`src/rtl/value_writer.sv`:
```
// -----------------------------------------------------------------------------
// value_writer
//
// Four-lane write-side buffer. Each lane has a small FIFO fed by a write strobe
// with full back-pressure. A round-robin drain engine moves one value per cycle
// from the FIFOs to a single shared result-memory write port. Each lane owns the
// address region selected by the top two address bits, and a per-lane write
// pointer walks through that region, wrapping when it runs off the end.
//
// Parameters
//   DATA_WIDTH  width of one lane value
//   FIFO_DEPTH  entries per lane FIFO (power of two, >= 2)
//   ADDR_WIDTH  memory address width; top 2 bits select the lane region
//
// Ports
//   clk       in   clock, rising edge
//   rst       in   asynchronous active-high reset
//   write     in   [3:0] per-lane push strobe
//   in        in   [4*DATA_WIDTH-1:0] lane values, lane i at [i*DATA_WIDTH +: DATA_WIDTH]
//   full      out  [3:0] per-lane FIFO full (combinational from registered counts)
//   mem_we    out  memory write enable (registered)
//   mem_addr  out  [ADDR_WIDTH-1:0] {lane, lane_ptr} (registered)
//   mem_data  out  [DATA_WIDTH-1:0] value being written (registered)
//   overflow  out  [3:0] sticky dropped-push flags, only when VALUE_WRITER_OVF_EN
//                  is defined
//   busy      out  high while any FIFO holds data or mem_we is high
//
// Build option
//   VALUE_WRITER_OVF_EN  when defined, adds the registered sticky `overflow`
//                        port; when undefined, dropped pushes are unreported.
// -----------------------------------------------------------------------------
module value_writer #(
  parameter int DATA_WIDTH = 8,
  parameter int FIFO_DEPTH = 4,
  parameter int ADDR_WIDTH = 10
) (
  input  logic                    clk,
  input  logic                    rst,
  input  logic [3:0]              write,
  input  logic [4*DATA_WIDTH-1:0] in,
  output logic [3:0]              full,
  output logic                    mem_we,
  output logic [ADDR_WIDTH-1:0]   mem_addr,
  output logic [DATA_WIDTH-1:0]   mem_data,
`ifdef VALUE_WRITER_OVF_EN
  output logic [3:0]              overflow,
`endif
  output logic                    busy
);

  localparam int PW = (FIFO_DEPTH > 1) ? $clog2(FIFO_DEPTH) : 1;
  localparam int CW = PW + 1;
  localparam int LW = ADDR_WIDTH - 2;

  // FIFO storage carries no reset: clearing the counts is enough to discard it.
  logic [DATA_WIDTH-1:0] fifo_q  [4][FIFO_DEPTH];

  logic [CW-1:0]         cnt_q   [4];
  logic [CW-1:0]         cnt_d   [4];
  logic [PW-1:0]         wptr_q  [4];
  logic [PW-1:0]         rptr_q  [4];
  logic [LW-1:0]         lptr_q  [4];
  logic [1:0]            rr_q;

  logic                  mem_we_q;
  logic [ADDR_WIDTH-1:0] mem_addr_q;
  logic [DATA_WIDTH-1:0] mem_data_q;

  logic [3:0]            push;
  logic [3:0]            pop;
  logic                  gnt_vld;
  logic [1:0]            gnt_lane;
  logic [1:0]            cand;

  // Full is decoded from the start-of-cycle count, so a push to a full lane is
  // dropped even when that lane is popped in the same cycle.
  always_comb begin
    for (int i = 0; i < 4; i++) begin
      full[i] = (cnt_q[i] == CW'(FIFO_DEPTH));
    end
  end

  assign push = write & ~full;

  // Round-robin search starting just above the last granted lane. Only the
  // registered counts are consulted, so a value pushed this cycle cannot be
  // granted until the next one.
  always_comb begin
    gnt_vld  = 1'b0;
    gnt_lane = 2'd0;
    cand     = 2'd0;
    for (int k = 1; k <= 4; k++) begin
      cand = rr_q + 2'(k);
      if (!gnt_vld && (cnt_q[cand] != '0)) begin
        gnt_vld  = 1'b1;
        gnt_lane = cand;
      end
    end
  end

  assign pop = gnt_vld ? (4'b0001 << gnt_lane) : 4'b0000;

  always_comb begin
    for (int i = 0; i < 4; i++) begin
      cnt_d[i] = cnt_q[i] + CW'(push[i]) - CW'(pop[i]);
    end
  end

  always_comb begin
    busy = mem_we_q;
    for (int i = 0; i < 4; i++) begin
      if (cnt_q[i] != '0) busy = 1'b1;
    end
  end

  // Control state and registered memory port.
  always_ff @(posedge clk or posedge rst) begin
    if (rst) begin
      for (int i = 0; i < 4; i++) begin
        cnt_q[i]  <= '0;
        wptr_q[i] <= '0;
        rptr_q[i] <= '0;
        lptr_q[i] <= '0;
      end
      rr_q       <= 2'd3;
      mem_we_q   <= 1'b0;
      mem_addr_q <= '0;
      mem_data_q <= '0;
    end else begin
      for (int i = 0; i < 4; i++) begin
        cnt_q[i] <= cnt_d[i];
        if (push[i]) wptr_q[i] <= wptr_q[i] + PW'(1);
        if (pop[i])  rptr_q[i] <= rptr_q[i] + PW'(1);
      end
      mem_we_q <= gnt_vld;
      if (gnt_vld) begin
        mem_addr_q       <= {gnt_lane, lptr_q[gnt_lane]};
        mem_data_q       <= fifo_q[gnt_lane][rptr_q[gnt_lane]];
        lptr_q[gnt_lane] <= lptr_q[gnt_lane] + LW'(1);
        rr_q             <= gnt_lane;
      end
    end
  end

  // FIFO data write.
  always_ff @(posedge clk) begin
    for (int i = 0; i < 4; i++) begin
      if (push[i]) fifo_q[i][wptr_q[i]] <= in[i*DATA_WIDTH +: DATA_WIDTH];
    end
  end

  assign mem_we   = mem_we_q;
  assign mem_addr = mem_addr_q;
  assign mem_data = mem_data_q;

`ifdef VALUE_WRITER_OVF_EN
  logic [3:0] ovf_q;

  always_ff @(posedge clk or posedge rst) begin
    if (rst) ovf_q <= 4'b0000;
    else     ovf_q <= ovf_q | (write & full);
  end

  assign overflow = ovf_q;
`endif

endmodule

```
`config.mk`:
```
export PLATFORM = sky130hd
export DESIGN_NAME = value_writer
export DESIGN_NICKNAME = d
export VERILOG_FILES = /design/src/rtl/value_writer.sv
export SDC_FILE = /design/constraint.sdc
export NUM_CORES = 1
export LEC_CHECK = 0
export ABC_CLOCK_PERIOD_IN_PS = 7100
export CORE_UTILIZATION = 63
export CTS_CLUSTER_DIAMETER = 200
export DETAILED_ROUTE_END_ITERATION = 8
export HOLD_SLACK_MARGIN = 0.12
export PLACE_DENSITY = 0.91
export SYNTH_ARGS = -nofsm -noshare
export SYNTH_HDL_FRONTEND = slang
export SYNTH_SLANG_ARGS = --single-unit
export TNS_END_PERCENT = 10
```
`constraint.sdc`:
```
create_clock -name clk -period 7.1 [get_ports clk]
set_input_delay 1.42 -clock clk [delete_from_list [all_inputs] [get_ports clk]]
set_output_delay 1.42 -clock clk [all_outputs]
set_load 0.05 [all_outputs]
```
==> results.sh <==
export IMPL_synth_area_leader_cell="edfxtp_1"
export IMPL_grt_pass1_wl_um=33700
export IMPL_fin_crit_sh_pct=62.5
export IMPL_avgSynthCellArea_um2=12.0
export IMPL_ys_warn_count=0
export IMPL_relSlewSlack_pct=30.9
export IMPL_maxCapViolCount=0
export IMPL_tns_ps=0
export IMPL_rows=43
export IMPL_setup_slack_ps=2660
export IMPL_critPathTopFamily="simple AND/OR/NAND/NOR gates"
export IMPL_area_growth_pct=14.4
export IMPL_dieArea_um2=15100
export IMPL_synth_most_common_cell="nand2_1"
export IMPL_critPathBufInv=2
export IMPL_h_tree_depth=1
export IMPL_cts_sinks=209
export IMPL_overflow=0
export IMPL_synth_ff_latch_count=209
export IMPL_placed_area_um2=9850
export IMPL_critPathKind="reg2out"
export IMPL_critPathMaxFanout=17
export IMPL_synthFlopType="edfxtp_1"
export IMPL_antenna_found_initial=0
export IMPL_grt_pass1_vias=6164
export IMPL_synth_edf_count=128
export IMPL_cts_root_buffer_cell="clkbuf_16"
export IMPL_holdWs_ps=470
export IMPL_cts_buffer_depth=3
export IMPL_endpoint_kind="output pin"
export IMPL_drive_gt1_share_pct=7.93
export IMPL_clk_latency_ps=510
export IMPL_startpoint_type="register"
export IMPL_boundaryPins=62
export IMPL_drv_slew=0
export IMPL_path_clk_slew_ps=50
export IMPL_ys_top_cells_by_area="edfxtp_1 42%, dfrtp_1 22%, nand2_1 8.4%"
export IMPL_slowest_delay_ps=710
export IMPL_yosysUniqueCellTypes=50
export IMPL_antenna_cells=0
export IMPL_skew_ps=27.1
export IMPL_wl_um=22000
export IMPL_groute_usage_overall_pct=30.5
export IMPL_yosys_top_cells_count="206 x nand2_1, 128 x edfxtp_1, 79 x dfrtp_1"
export IMPL_routedWlPerCell_um=21.8
export IMPL_nNetsFinal=883
export IMPL_setup_viol=0
export IMPL_cts_tree="built"
export IMPL_cp_slowest_cell="clkdlybuf4s50_1"
export IMPL_numCtsBuffers=22
export IMPL_hold_path_class="reg2reg"
export IMPL_synth_top_area_share_pct=41.8
export IMPL_required_ps=5680
export IMPL_hold_violations=0
export IMPL_vias=6298
export IMPL_cts_hold_buf=0
export IMPL_status="completed"
export IMPL_postRouteAntennaNets=0
export IMPL_rsz0062_at_grt="false"
export IMPL_portBuffers=61
export IMPL_drt_first_pass_iters=5
export IMPL_synth_cells=768
export IMPL_initial_core_util_pct=65.5
export IMPL_drt_iter0_drc=746
export IMPL_post_place_ws_ps=2860
export IMPL_post_route_min_period_ps=4440
export IMPL_r2r_slack_ps=2770
export IMPL_cp_cell_sequence="nor3_1 > nor2b_1 > and2_1 > buf_4 > nand2b_1 > clkdlybuf4s50_1"
export IMPL_ys_seq_area_share_pct=63.9
export IMPL_design_area_um2=10500
export IMPL_coreArea_um2=14000
export IMPL_fmax_mhz=225
export IMPL_die_x_um=123
export IMPL_arrival_ps=3020
export IMPL_dpl_hpwl_um=14600
export IMPL_max_slew_worst_pin_slew_ps=1040
export IMPL_drcViolationCount=0
export IMPL_post_cts_setup_buffers=0
export IMPL_syn_cell_area_um2=9190
export IMPL_syn_num_nets=835
export IMPL_die_h_um=123
export IMPL_synthArstFlopShare_pct=38.8
export IMPL_via_per_inst=6.22
export IMPL_gp_congestion=0.886
export IMPL_cts_resized=0
export IMPL_grt_max_degree=82
[registers in the layout, summed over array words and instances, names as in the netlist]
register and cells:
cnt_q 12, fifo_q 128, lptr_q 32, mem_addr 10
mem_data 8, mem_we 1, rptr_q 8, rr_q 2
wptr_q 8
[worst reg2reg max path, delay by kind of cell, from the launching register on]
family	cells	cell delay [ps]
adders and majority gates	3	780
and+or+nand+nor	3	1350
buffers and inverters	4	940
DFF	1	410
xor gates and xnor gates	2	330
AOI/OAI and AO/OA	1	460
[through the flow]
stage,utilization [%],std cells
floorplan,-,768
global placement,70.2,972
detailed placement,70.2,972
CTS,74.9,1012
global route,74.9,1012
finish,74.9,1012
[kinds of logic after synthesis]
family / share of synthesized area, %
DFF: 63.9
xor gates and xnor gates: 3.13
muxes: 1.35
AOI/OAI and AO/OA: 7.35
and+or+nand+nor: 16.3
buffers and inverters: 3.69
adders and majority gates: 4.27
[layer usage]
layer	share of wire (%)	vias up	wire, um	global-route usage, %
met5	0	-	0	0
met4	2.5	0	554	9.38
met3	10	53	2300	6.04
met2	49	392	10700	50.0
met1	38	3088	8450	41.4
li1	-	2765	-	-
[layout make-up]
class | instances | area (um2)
clock buffer | 36 | 633
clock inverter | 4 | 31.3
fill | 815 | 3530
inverter | 29 | 110
multi-input combinational | 487 | 2990
sequential | 209 | 5870
tap | 180 | 225
timing repair buffer | 67 | 656
[placed cells by master, fill, tap and decap left out, drive strengths merged, types with 3 or more instances in the layout]
master / count
a31oi: 17
fa: 4
nor2b: 7
and2: 17
and3: 34
clkbuf: 36
a211oi: 17
nor2: 22
edfxtp: 128
nor3: 12
xnor2: 22
ha: 25
nand3: 10
nor3b: 4
clkinv: 6
nand2: 208
inv: 27
a311oi: 16
o21ai: 19
clkdlybuf4s50: 61
dfrtp: 79
buf: 6
mux2i: 9
or3: 3
xor2: 10
a21oi: 15
[path summary, 6_finish.rpt]
| kind | from | endpoint | cells past startpoint |
|---|---|---|---|
| min | lptr_q[16] | lptr_q[16] | 1 |
| max in group asynchronous | rst | lptr_q[2] | 3 |
| max | cnt_q[4] | busy | 6 |
| min in group asynchronous | rst | wptr_q[1] | 3 |
| max reg2reg | cnt_q[1] | cnt_q[11] | 13 |
| min reg2reg | lptr_q[16] | lptr_q[16] | 1 |
Power is left out: the tool's default activity adds up to more than one toggle a clock period on the data nets, which glitch-free logic cannot reach.
